<file path="config.mk">
export PLATFORM = sky130hd
export DESIGN_NAME = uart_tx_frame
export DESIGN_NICKNAME = d
export VERILOG_FILES = /design/src/rtl/uart_tx_pkg.sv /design/src/rtl/uart_baud_tick.sv /design/src/rtl/uart_tx_frame.sv
export SDC_FILE = /design/constraint.sdc
export NUM_CORES = 1
export LEC_CHECK = 0
export CAP_MARGIN = 20
export CORE_ASPECT_RATIO = 0.6
export CORE_MARGIN = 3
export CORE_UTILIZATION = 50
export CTS_CLUSTER_DIAMETER = 200
export DETAILED_ROUTE_END_ITERATION = 6
export GPL_TIMING_DRIVEN = 0
export PLACE_DENSITY = 0.75
export SYNTH_ARGS = -nofsm -noshare
export SYNTH_HDL_FRONTEND = slang
export SYNTH_SLANG_ARGS = --single-unit
export TNS_END_PERCENT = 10
</file>
<file path="constraint.sdc">
create_clock -name CLK -period 2.85 [get_ports CLK]
set_input_delay 0.855 -clock CLK [delete_from_list [all_inputs] [get_ports CLK]]
set_output_delay 0.855 -clock CLK [all_outputs]
set_load 0.01 [all_outputs]
</file>
<file path="src/rtl/uart_tx_pkg.sv">
// uart_tx_pkg: FSM state encoding and frame-option constants shared by the UART TX serialiser.
package uart_tx_pkg;

  typedef enum logic [2:0] {IDLE, START, DATA, PARITY, STOP} txState_e;

  localparam logic PARITY_EVEN = 1'b0;
  localparam logic PARITY_ODD  = 1'b1;
  localparam logic STOP_ONE    = 1'b0;
  localparam logic STOP_TWO    = 1'b1;

endpackage

</file>
<file path="src/rtl/uart_baud_tick.sv">
// uart_baud_tick: bit-period counter 0..P-1 (a prescale of 0 acts as 1); strobes on the last clock of each bit.
module uart_baud_tick #(
  parameter int PRESCALE_W = 6
) (
  input  logic                  clk_i,
  input  logic                  rst_i,
  input  logic                  restart_i,
  input  logic [PRESCALE_W-1:0] prescale_i,
  output logic                  bitEnd_o,
  output logic                  bitEndNext_o
);

  localparam logic [PRESCALE_W-1:0] ONE = PRESCALE_W'(1);

  logic [PRESCALE_W-1:0] cnt_q, cnt_d, lastCnt;

  // bitEndNext_o looks one cycle ahead so the parent can register its frame-done pulse
  always_comb begin
    lastCnt = (prescale_i == '0) ? '0 : prescale_i - ONE;
    cnt_d   = (restart_i || (cnt_q == lastCnt)) ? '0 : cnt_q + ONE;
  end

  always_ff @(posedge clk_i) begin
    if (rst_i) begin
      cnt_q <= '0;
    end else begin
      cnt_q <= cnt_d;
    end
  end

  assign bitEnd_o     = (cnt_q == lastCnt);
  assign bitEndNext_o = (cnt_d == lastCnt);

endmodule

</file>
<file path="src/rtl/uart_tx_frame.sv">
// uart_tx_frame: UART serialiser (start, DATA_W bits LSB first, optional parity, 1/2 stop bits), registered outputs.
// Define UART_TX_HOLD_EN to add a one-word holding register so back-to-back frames run without an idle gap.
module uart_tx_frame
  import uart_tx_pkg::*;
#(
  parameter int DATA_W     = 8,
  parameter int PRESCALE_W = 6
) (
  input  logic                  CLK,
  input  logic                  RST,
  input  logic [DATA_W-1:0]     ParallelData,
  input  logic                  DataValid,
  input  logic                  ParityEn,
  input  logic                  ParityType,
  input  logic                  StopBits,
  input  logic [PRESCALE_W-1:0] Prescale,
  output logic                  Ready,
  output logic                  Busy,
  output logic                  TxDone,
  output logic                  TXOut
);

  localparam int IDX_W = $clog2(DATA_W);
  localparam logic [IDX_W-1:0] LAST_IDX = IDX_W'(DATA_W - 1);
  localparam logic [IDX_W-1:0] IDX_ONE  = IDX_W'(1);

  txState_e              state_q, state_d;
  logic [DATA_W-1:0]     shift_q, shift_d;
  logic [IDX_W-1:0]      bitIdx_q, bitIdx_d;
  logic [PRESCALE_W-1:0] prescale_q, prescale_d;
  logic parity_q, parity_d, parEn_q, parEn_d, stopTwo_q, stopTwo_d, stopIdx_q, stopIdx_d;
  logic ready_q, ready_d, busy_q, busy_d, txDone_q, txDone_d, txOut_q, txOut_d;
  logic accept, load, frameEnd, restart, bitEnd, bitEndNext;
  logic [DATA_W-1:0]     srcData;
  logic [PRESCALE_W-1:0] srcPs;
  logic srcPe, srcPt, srcSb;
`ifdef UART_TX_HOLD_EN
  logic                  holdValid_q, holdValid_d;
  logic [DATA_W-1:0]     holdData_q, holdData_d;
  logic [PRESCALE_W-1:0] holdPs_q, holdPs_d;
  logic holdPe_q, holdPe_d, holdPt_q, holdPt_d, holdSb_q, holdSb_d;
`endif

  uart_baud_tick #(.PRESCALE_W(PRESCALE_W)) uBaud (
    .clk_i       (CLK),
    .rst_i       (RST),
    .restart_i   (restart),
    .prescale_i  (prescale_q),
    .bitEnd_o    (bitEnd),
    .bitEndNext_o(bitEndNext)
  );

  // A buffered word always takes priority over the live inputs when a frame is loaded
  always_comb begin
    srcData = ParallelData;
    srcPe   = ParityEn;
    srcPt   = ParityType;
    srcSb   = StopBits;
    srcPs   = Prescale;
`ifdef UART_TX_HOLD_EN
    if (holdValid_q) begin
      srcData = holdData_q;
      srcPe   = holdPe_q;
      srcPt   = holdPt_q;
      srcSb   = holdSb_q;
      srcPs   = holdPs_q;
    end
`endif
  end

  always_comb begin
    state_d    = state_q;
    shift_d    = shift_q;
    bitIdx_d   = bitIdx_q;
    prescale_d = prescale_q;
    parity_d   = parity_q;
    parEn_d    = parEn_q;
    stopTwo_d  = stopTwo_q;
    stopIdx_d  = stopIdx_q;
    load       = 1'b0;
    accept     = DataValid && ready_q;
    frameEnd   = (state_q == STOP) && bitEnd && ((stopTwo_q == STOP_ONE) || stopIdx_q);

    case (state_q)
      IDLE: begin
        if (accept) begin
          state_d = START;
          load    = 1'b1;
        end
      end
      START: begin
        if (bitEnd) begin
          state_d  = DATA;
          bitIdx_d = '0;
        end
      end
      DATA: begin
        if (bitEnd) begin
          if (bitIdx_q == LAST_IDX) begin
            state_d   = parEn_q ? PARITY : STOP;
            stopIdx_d = 1'b0;
          end else begin
            bitIdx_d = bitIdx_q + IDX_ONE;
            shift_d  = shift_q >> 1;
          end
        end
      end
      PARITY: begin
        if (bitEnd) begin
          state_d   = STOP;
          stopIdx_d = 1'b0;
        end
      end
      STOP: begin
        if (frameEnd) begin
`ifdef UART_TX_HOLD_EN
          if (holdValid_q || accept) begin
            state_d = START;
            load    = 1'b1;
          end else begin
            state_d = IDLE;
          end
`else
          state_d = IDLE;
`endif
        end else if (bitEnd) begin
          stopIdx_d = 1'b1;
        end
      end
      default: state_d = IDLE;
    endcase

    if (load) begin
      shift_d    = srcData;
      parity_d   = (srcPt == PARITY_EVEN) ? ^srcData : ~^srcData;
      parEn_d    = srcPe;
      stopTwo_d  = srcSb;
      prescale_d = srcPs;
    end

`ifdef UART_TX_HOLD_EN
    holdValid_d = holdValid_q;
    holdData_d  = holdData_q;
    holdPe_d    = holdPe_q;
    holdPt_d    = holdPt_q;
    holdSb_d    = holdSb_q;
    holdPs_d    = holdPs_q;
    if (load && holdValid_q) begin
      holdValid_d = 1'b0;
    end
    // Ready implies the buffer is empty, so an accept that does not start a frame parks here
    if (accept && !load) begin
      holdValid_d = 1'b1;
      holdData_d  = ParallelData;
      holdPe_d    = ParityEn;
      holdPt_d    = ParityType;
      holdSb_d    = StopBits;
      holdPs_d    = Prescale;
    end
`endif
  end

  // Outputs are registered from next-state values so they change together with the state
  always_comb begin
    restart = (state_q == IDLE) || (state_d != state_q);
    case (state_d)
      START:   txOut_d = 1'b0;
      DATA:    txOut_d = shift_d[0];
      PARITY:  txOut_d = parity_d;
      default: txOut_d = 1'b1;
    endcase
    busy_d   = (state_d != IDLE);
    txDone_d = (state_d == STOP) && bitEndNext && ((stopTwo_d == STOP_ONE) || stopIdx_d);
`ifdef UART_TX_HOLD_EN
    ready_d  = !holdValid_d;
`else
    ready_d  = (state_d == IDLE);
`endif
  end

  always_ff @(posedge CLK) begin
    if (RST) begin
      state_q    <= IDLE;
      shift_q    <= '0;
      bitIdx_q   <= '0;
      prescale_q <= '0;
      parity_q   <= 1'b0;
      parEn_q    <= 1'b0;
      stopTwo_q  <= 1'b0;
      stopIdx_q  <= 1'b0;
      ready_q    <= 1'b1;
      busy_q     <= 1'b0;
      txDone_q   <= 1'b0;
      txOut_q    <= 1'b1;
    end else begin
      state_q    <= state_d;
      shift_q    <= shift_d;
      bitIdx_q   <= bitIdx_d;
      prescale_q <= prescale_d;
      parity_q   <= parity_d;
      parEn_q    <= parEn_d;
      stopTwo_q  <= stopTwo_d;
      stopIdx_q  <= stopIdx_d;
      ready_q    <= ready_d;
      busy_q     <= busy_d;
      txDone_q   <= txDone_d;
      txOut_q    <= txOut_d;
    end
  end

`ifdef UART_TX_HOLD_EN
  always_ff @(posedge CLK) begin
    if (RST) begin
      holdValid_q <= 1'b0;
      holdData_q  <= '0;
      holdPe_q    <= 1'b0;
      holdPt_q    <= 1'b0;
      holdSb_q    <= 1'b0;
      holdPs_q    <= '0;
    end else begin
      holdValid_q <= holdValid_d;
      holdData_q  <= holdData_d;
      holdPe_q    <= holdPe_d;
      holdPt_q    <= holdPt_d;
      holdSb_q    <= holdSb_d;
      holdPs_q    <= holdPs_d;
    end
  end
`endif

  assign Ready  = ready_q;
  assign Busy   = busy_q;
  assign TxDone = txDone_q;
  assign TXOut  = txOut_q;

endmodule

</file>
==> flow_summary.toml, run 1 <==
[flow_run]
maxCapViolCount = 0

[critical_path]
r2r-end = "TxDone"
crit_path_end_kind = "flop"
arrival_ps = 3110
r2r_cells = 9
cp.required_ps = 3070
crit_type = "flop to flop"
worst_setup_path_start_kind = "flop"
r2r-start = "prescale_q[0]"
path_max_fanout = 4
ff2ff_setup_slack_ps = -30

[timing]
period_share_pct = 101.1
fin_ws_ps = -31.88
finalSetupViolations = 1
drv_slew = 0
fmax_mhz = 347.0
rsz0062_at_grt = "true"
worst_slew_pin_slew_ps = 600.1
min_period_ps = 2882
fin_skew_ps = 7.816
whs_ps = 471.1
finalHoldViolCount = 0
slew_headroom_pct = 59.57

[placement]
placed_cells = 324
placed_cell_area_um2 = 2360
hpwl_um = 3703
gp_congestion = 0.8530
io_buffers = 23

[power]
vdd_drop_max_mv = 0.4014
power_mw = 2.234
power.density_nw_per_um2 = 849.3
power_leakage_nw = 0.9548

[routing]
routed_via_density = 5.888
routed-via-count = 1996
drc = 0
firstDrtPassIters = 5
drtIter0Drc = 213
drt-total-wl_um = 5427
antenna_left = 0
drt-wirelength-per-cell_um = 16.01

[synth]
async_reset_ff_share_pct = 0
synth_top_area_cell = "dfxtp_1"
synth_edf_count = 0
synth_cell_types = 55
syn_area_um2 = 2071
ys.flop_type = "dfxtp_1"
synth_seq_cells = 34
synth_top_area_share_pct = 32.87
synthTopCellsByArea = "dfxtp_1 (33%), xnor2_1 (6.8%), a21oi_1 (5.3%)"
syn_nets = 278
ys_warn_count = 0
syn_inst = 254
avgSynthCellArea_um2 = 8.153
ys_seq_area_share_pct = 32.87

[finish]
instances_no_fill = 339
layout_common_cells = "dfxtp_1 (32), nand2_1 (28), clkdlybuf4s50_1 (23), nor2_1 (21), a21oi_1 (21)"
stdcell_area_um2 = 2630
final_util_pct = 68.69
nNetsFinal = 315
num_antenna_cells = 0
final_common_cell = "dfxtp_1"
layout-drive-gt1-share_pct = 17.81
area.growth.synth_to_final_pct = 27.01

[clocking]
insertion_delay_ps = 290
cts_buffers = 5
tritoncts = "yes"
postCtsHoldBufs = 0
cts_sinks = 34
clockRootBuffer = "clkbuf_8"
clk_path_buf_depth = 2
cts_max_level = 2
clk_pin_slew_ps = 70

[status]
violations = "setup timing"
status = "finished, violations left"

[worst_hold_path]
holdPathEnd = "shift_q[2]"
holdPathStages = 2
hp-class = "flop to flop"
min-delay-start = "shift_q[2]"

[die]
dieWidth_um = 89.08
die_h_um = 55.85
core-area_um2 = 3829
row_count = 17
die-area_um2 = 4975
start_util_pct = 54.08
io_pins = 24

[global_routing]
grt_overflow_total = 0
grt_usage_pct = 22.14
grt_first_pass_wirelength_um = 8562
antenna_found_initial = 0
grt_pass1_vias = 1792
grt_max_degree = 11
## synth_stat cells, drive strengths merged (2+ instances only)
library cell and number:
or3 4, nor3 9, nor4 2, mux2i 6, nor2 22, xor2 4
nand2b 5, nor4b 3, xnor2 16, clkbuf 11, a22oi 8, nand2 28
a211o 2, buf 5, ha 4, nor2b 3, and2 2, a21oi 22
a21boi 2, dfxtp 34, or3b 2, inv 8, o31ai 3, o21ai 6
nand3 12, nand4 3, and3 5, a211oi 4
## worst max-delay path by stage
stage | start | end | slack (ps) | cells past startpoint
after floorplan | prescale_q[0] | TxDone | 6 | 11
after detailed placement | prescale_q[0] | shift_q[1] | -300 | 13
final | prescale_q[0] | TxDone | -30 | 9
after CTS | prescale_q[1] | TxDone | 2 | 11
after global routing | prescale_q[0] | TxDone | -120 | 9
after global placement | prescale_q[0] | TxDone | -260 | 11
## sequential cells by signal (all words and copies together) (netlist names)
signal,count
Busy,1
Ready,1
TXOut,1
TxDone,1
bitIdx_q,3
parEn_q,1
parity_q,1
prescale_q,6
shift_q,8
state_q,3
stopIdx_q,1
stopTwo_q,1
uBaud.cnt_q,6
## power breakdown
part           leakage, nW  internal (mW)  switching, mW
clock               0.0482          0.195          0.176
sequential           0.279          0.558         0.0594
combinational        0.628          0.561          0.684
total                0.955           1.31          0.919
## cells by family (layout without fill, tap and decap cells)
kind of cell             Yosys count  after routing  synth area share [%]
XOR/XNOR                          20             20                 8.459
multiplexers                       7              7                 4.048
buffers and inverters             24             62                 5.378
flip-flops                        34             34                 32.87
AND/OR/NAND/NOR                  107            107                 27.37
AO/OA/AOI/OAI                     58             58                 19.46
adder cells (fa/ha/maj)            4              4                 2.417
## what timing repair did
action	in CTS	in global routing
pin swaps	8	8
resized for setup	16	14
endpoints found under the setup margin	15	15
hold endpoints to repair	0	0
gates cloned	0	0
buffers inserted	6	3
## worst max-delay path: stages, from the launching register on
cell and delay, ps:
dfxtp_4 360, buf_4 150, or3_1 470, o311a_1 340, a211oi_2 280, nand4bb_4 260
o21ai_4 80, or4_4 520, a22oi_2 150, and4_1 200
## metrics by stage
stage / setup TNS (ps) / setup WS, ps
after detailed placement: -3272 / -301.0
final: -31.88 / -31.88
after global routing: -399.3 / -120.8
after floorplan: 0 / 6.031
after CTS: 0 / 1.886
after global placement: -2692 / -256.8
## layer usage
metal,routed length (um),global-route usage (%),part of all wire (%)
met4,17,5.945,0.31
met3,472,6.065,8.7
met2,2281,28.54,42
met1,2656,35.04,49
met5,0,0,0
## area by class of cell
| type | instances | area (um^2) |
|---|---|---|
| Multi-Input combinational cell | 196 | 1389 |
| Fill cell | 330 | 1199 |
| Sequential cell | 34 | 688.2 |
| Timing Repair Buffer | 32 | 297.8 |
| Clock buffer | 7 | 86.33 |
| Buffer | 14 | 70.07 |
| Tap cell | 47 | 58.81 |
| Inverter | 8 | 35.03 |
| Clock inverter | 1 | 5.005 |
Note: power is estimated with default switching activity, not from simulation.
==> run 2, diff against run 1 <==
- CAP_MARGIN: 20 -> default
- CORE_UTILIZATION: 50 -> 60
- PLACE_DENSITY: 0.75 -> 0.85
- clock period: 2.85 -> 3.41 ns (I/O delays scaled with it)
==> flow_summary.toml, run 2 (synthesis gave the netlist of run 1 again) <==
[finish]
nNetsFinal = 308
multi_input_area_um2 = 1292
num_antenna_cells = 0
reg_top3 = "shift_q x8, prescale_q x6, uBaud.cnt_q x6"
final_common_cell = "dfxtp_1"
fillers = 226
area.growth.synth_to_final_pct = 18.73
largest_reg_flops = 8
ff_latch_area_um2 = 680.7
stdcell_area_um2 = 2459
layout_common_cells = "dfxtp_1 (34), nand2_1 (28), clkdlybuf4s50_1 (23), a21oi_1 (22), nor2_1 (21)"
layout-drive-gt1-share_pct = 9.123
regMostFlops = "shift_q"
final_util_pct = 79.88
instances_no_fill = 327

[power]
power_leakage_nw = 0.9075
vdd_drop_max_mv = 0.4078
power.density_nw_per_um2 = 701.1
power_mw = 1.724

[placement]
dp_slack_ps = 199.7
hpwl_um = 3754
io_buffers = 23
gp_congestion = 0.8982
placed_cell_area_um2 = 2354
placed_cells = 319

[clocking]
clk_path_buf_depth = 2
insertion_delay_ps = 300
cts_sinks = 34
cts_max_level = 2
clk_pin_slew_ps = 80
cts_buffers = 5
tritoncts = "yes"
clockRootBuffer = "clkbuf_8"

[timing]
whs_ps = 470.8
rsz0062_at_grt = "false"
worst_slew_pin_slew_ps = 670.0
drv_slew = 0
min_period_ps = 3137
finalHoldViolCount = 0
final.setup.tns_ps = 0
fmax_mhz = 318.8
fin_ws_ps = 272.8
fin_skew_ps = 11.92
period_share_pct = 92.00
slew_headroom_pct = 54.86
finalSetupViolations = 0

[die]
io_pins = 24
start_util_pct = 67.28
die-area_um2 = 4215
row_count = 15
die_h_um = 51.51
dieWidth_um = 81.84
core-area_um2 = 3078

[routing]
routed_via_density = 6.040
routed-via-count = 1975
antenna_left = 0
drt-wirelength-per-cell_um = 15.41
drt-total-wl_um = 5039
drtIter0Drc = 207
drc = 0
firstDrtPassIters = 5

[critical_path]
crit_type = "flop to flop"
path_max_fanout = 10
worst_setup_path_start_kind = "flop"
crit_path_end_kind = "flop"
cpPeakStageDelay_ps = 540
crit_chain = "inv_1, ha_1, buf_4, or3b_4, or3_1, a211oi_2, o211a_4, o21ai_4, or4_1, a22oi_1, and4_1"
slowest_stage = "or4_1"
arrival_ps = 3380
cp.required_ps = 3660

[global_routing]
grt_overflow_total = 0
grt_pass1_vias = 1815
grt_max_degree = 11
antenna_found_initial = 0
grt_first_pass_wirelength_um = 8487
grt_usage_pct = 26.75

[status]
status = "finished clean"

[worst_hold_path]
hp-class = "flop to flop"

[flow_run]
maxCapViolCount = 0
-- run 2: where the power goes --
group | total (mW) | internal, mW | leakage, nW | switching, mW
clock network | 0.317 | 0.163 | 0.0482 | 0.154
logic | 0.894 | 0.380 | 0.582 | 0.514
registers | 0.513 | 0.465 | 0.277 | 0.0477
total | 1.72 | 1.01 | 0.908 | 0.716
-- run 2: layout make-up --
class	count	area share (%)
sequential	34	27.68
clock buffer	7	3.511
timing repair buffer	23	9.364
inverter	8	1.221
multi-input combinational	196	52.57
clock inverter	1	0.2036
buffer	16	3.308
tap	42	2.137
-- run 2: worst paths after layout --
path,start,to,slack [ps],cells after the start
max,prescale_q[0],TxDone,270,11
min,shift_q[3],shift_q[3],470,2
max reg2reg,prescale_q[0],TxDone,270,11
min reg2reg,shift_q[3],shift_q[3],470,2
-- run 2: critical path, delay by kind of cell, from the launching register on --
| family | cells | cell delay (ps) |
|---|---|---|
| flops | 1 | 370 |
| simple gates | 4 | 1490 |
| fa+ha+maj | 1 | 160 |
| buf+inv | 2 | 300 |
| compound gates | 4 | 770 |
-- run 2: per-layer routing --
layer | vias to the layer above | global-route usage (%) | wire length (um)
met5 | - | 0 | 0
met4 | 0 | 8.011 | 57
met3 | 8 | 7.439 | 378
met2 | 79 | 36.33 | 1968
met1 | 922 | 40.34 | 2635
li1 | 966 | - | -
-- run 2: what timing repair did --
| item | CTS | global route |
|---|---|---|
| setup endpoints to repair | 0 | 8 |
| setup buffers | 0 | 0 |
| hold buffers | 0 | 0 |
| gates resized for setup | 0 | 3 |
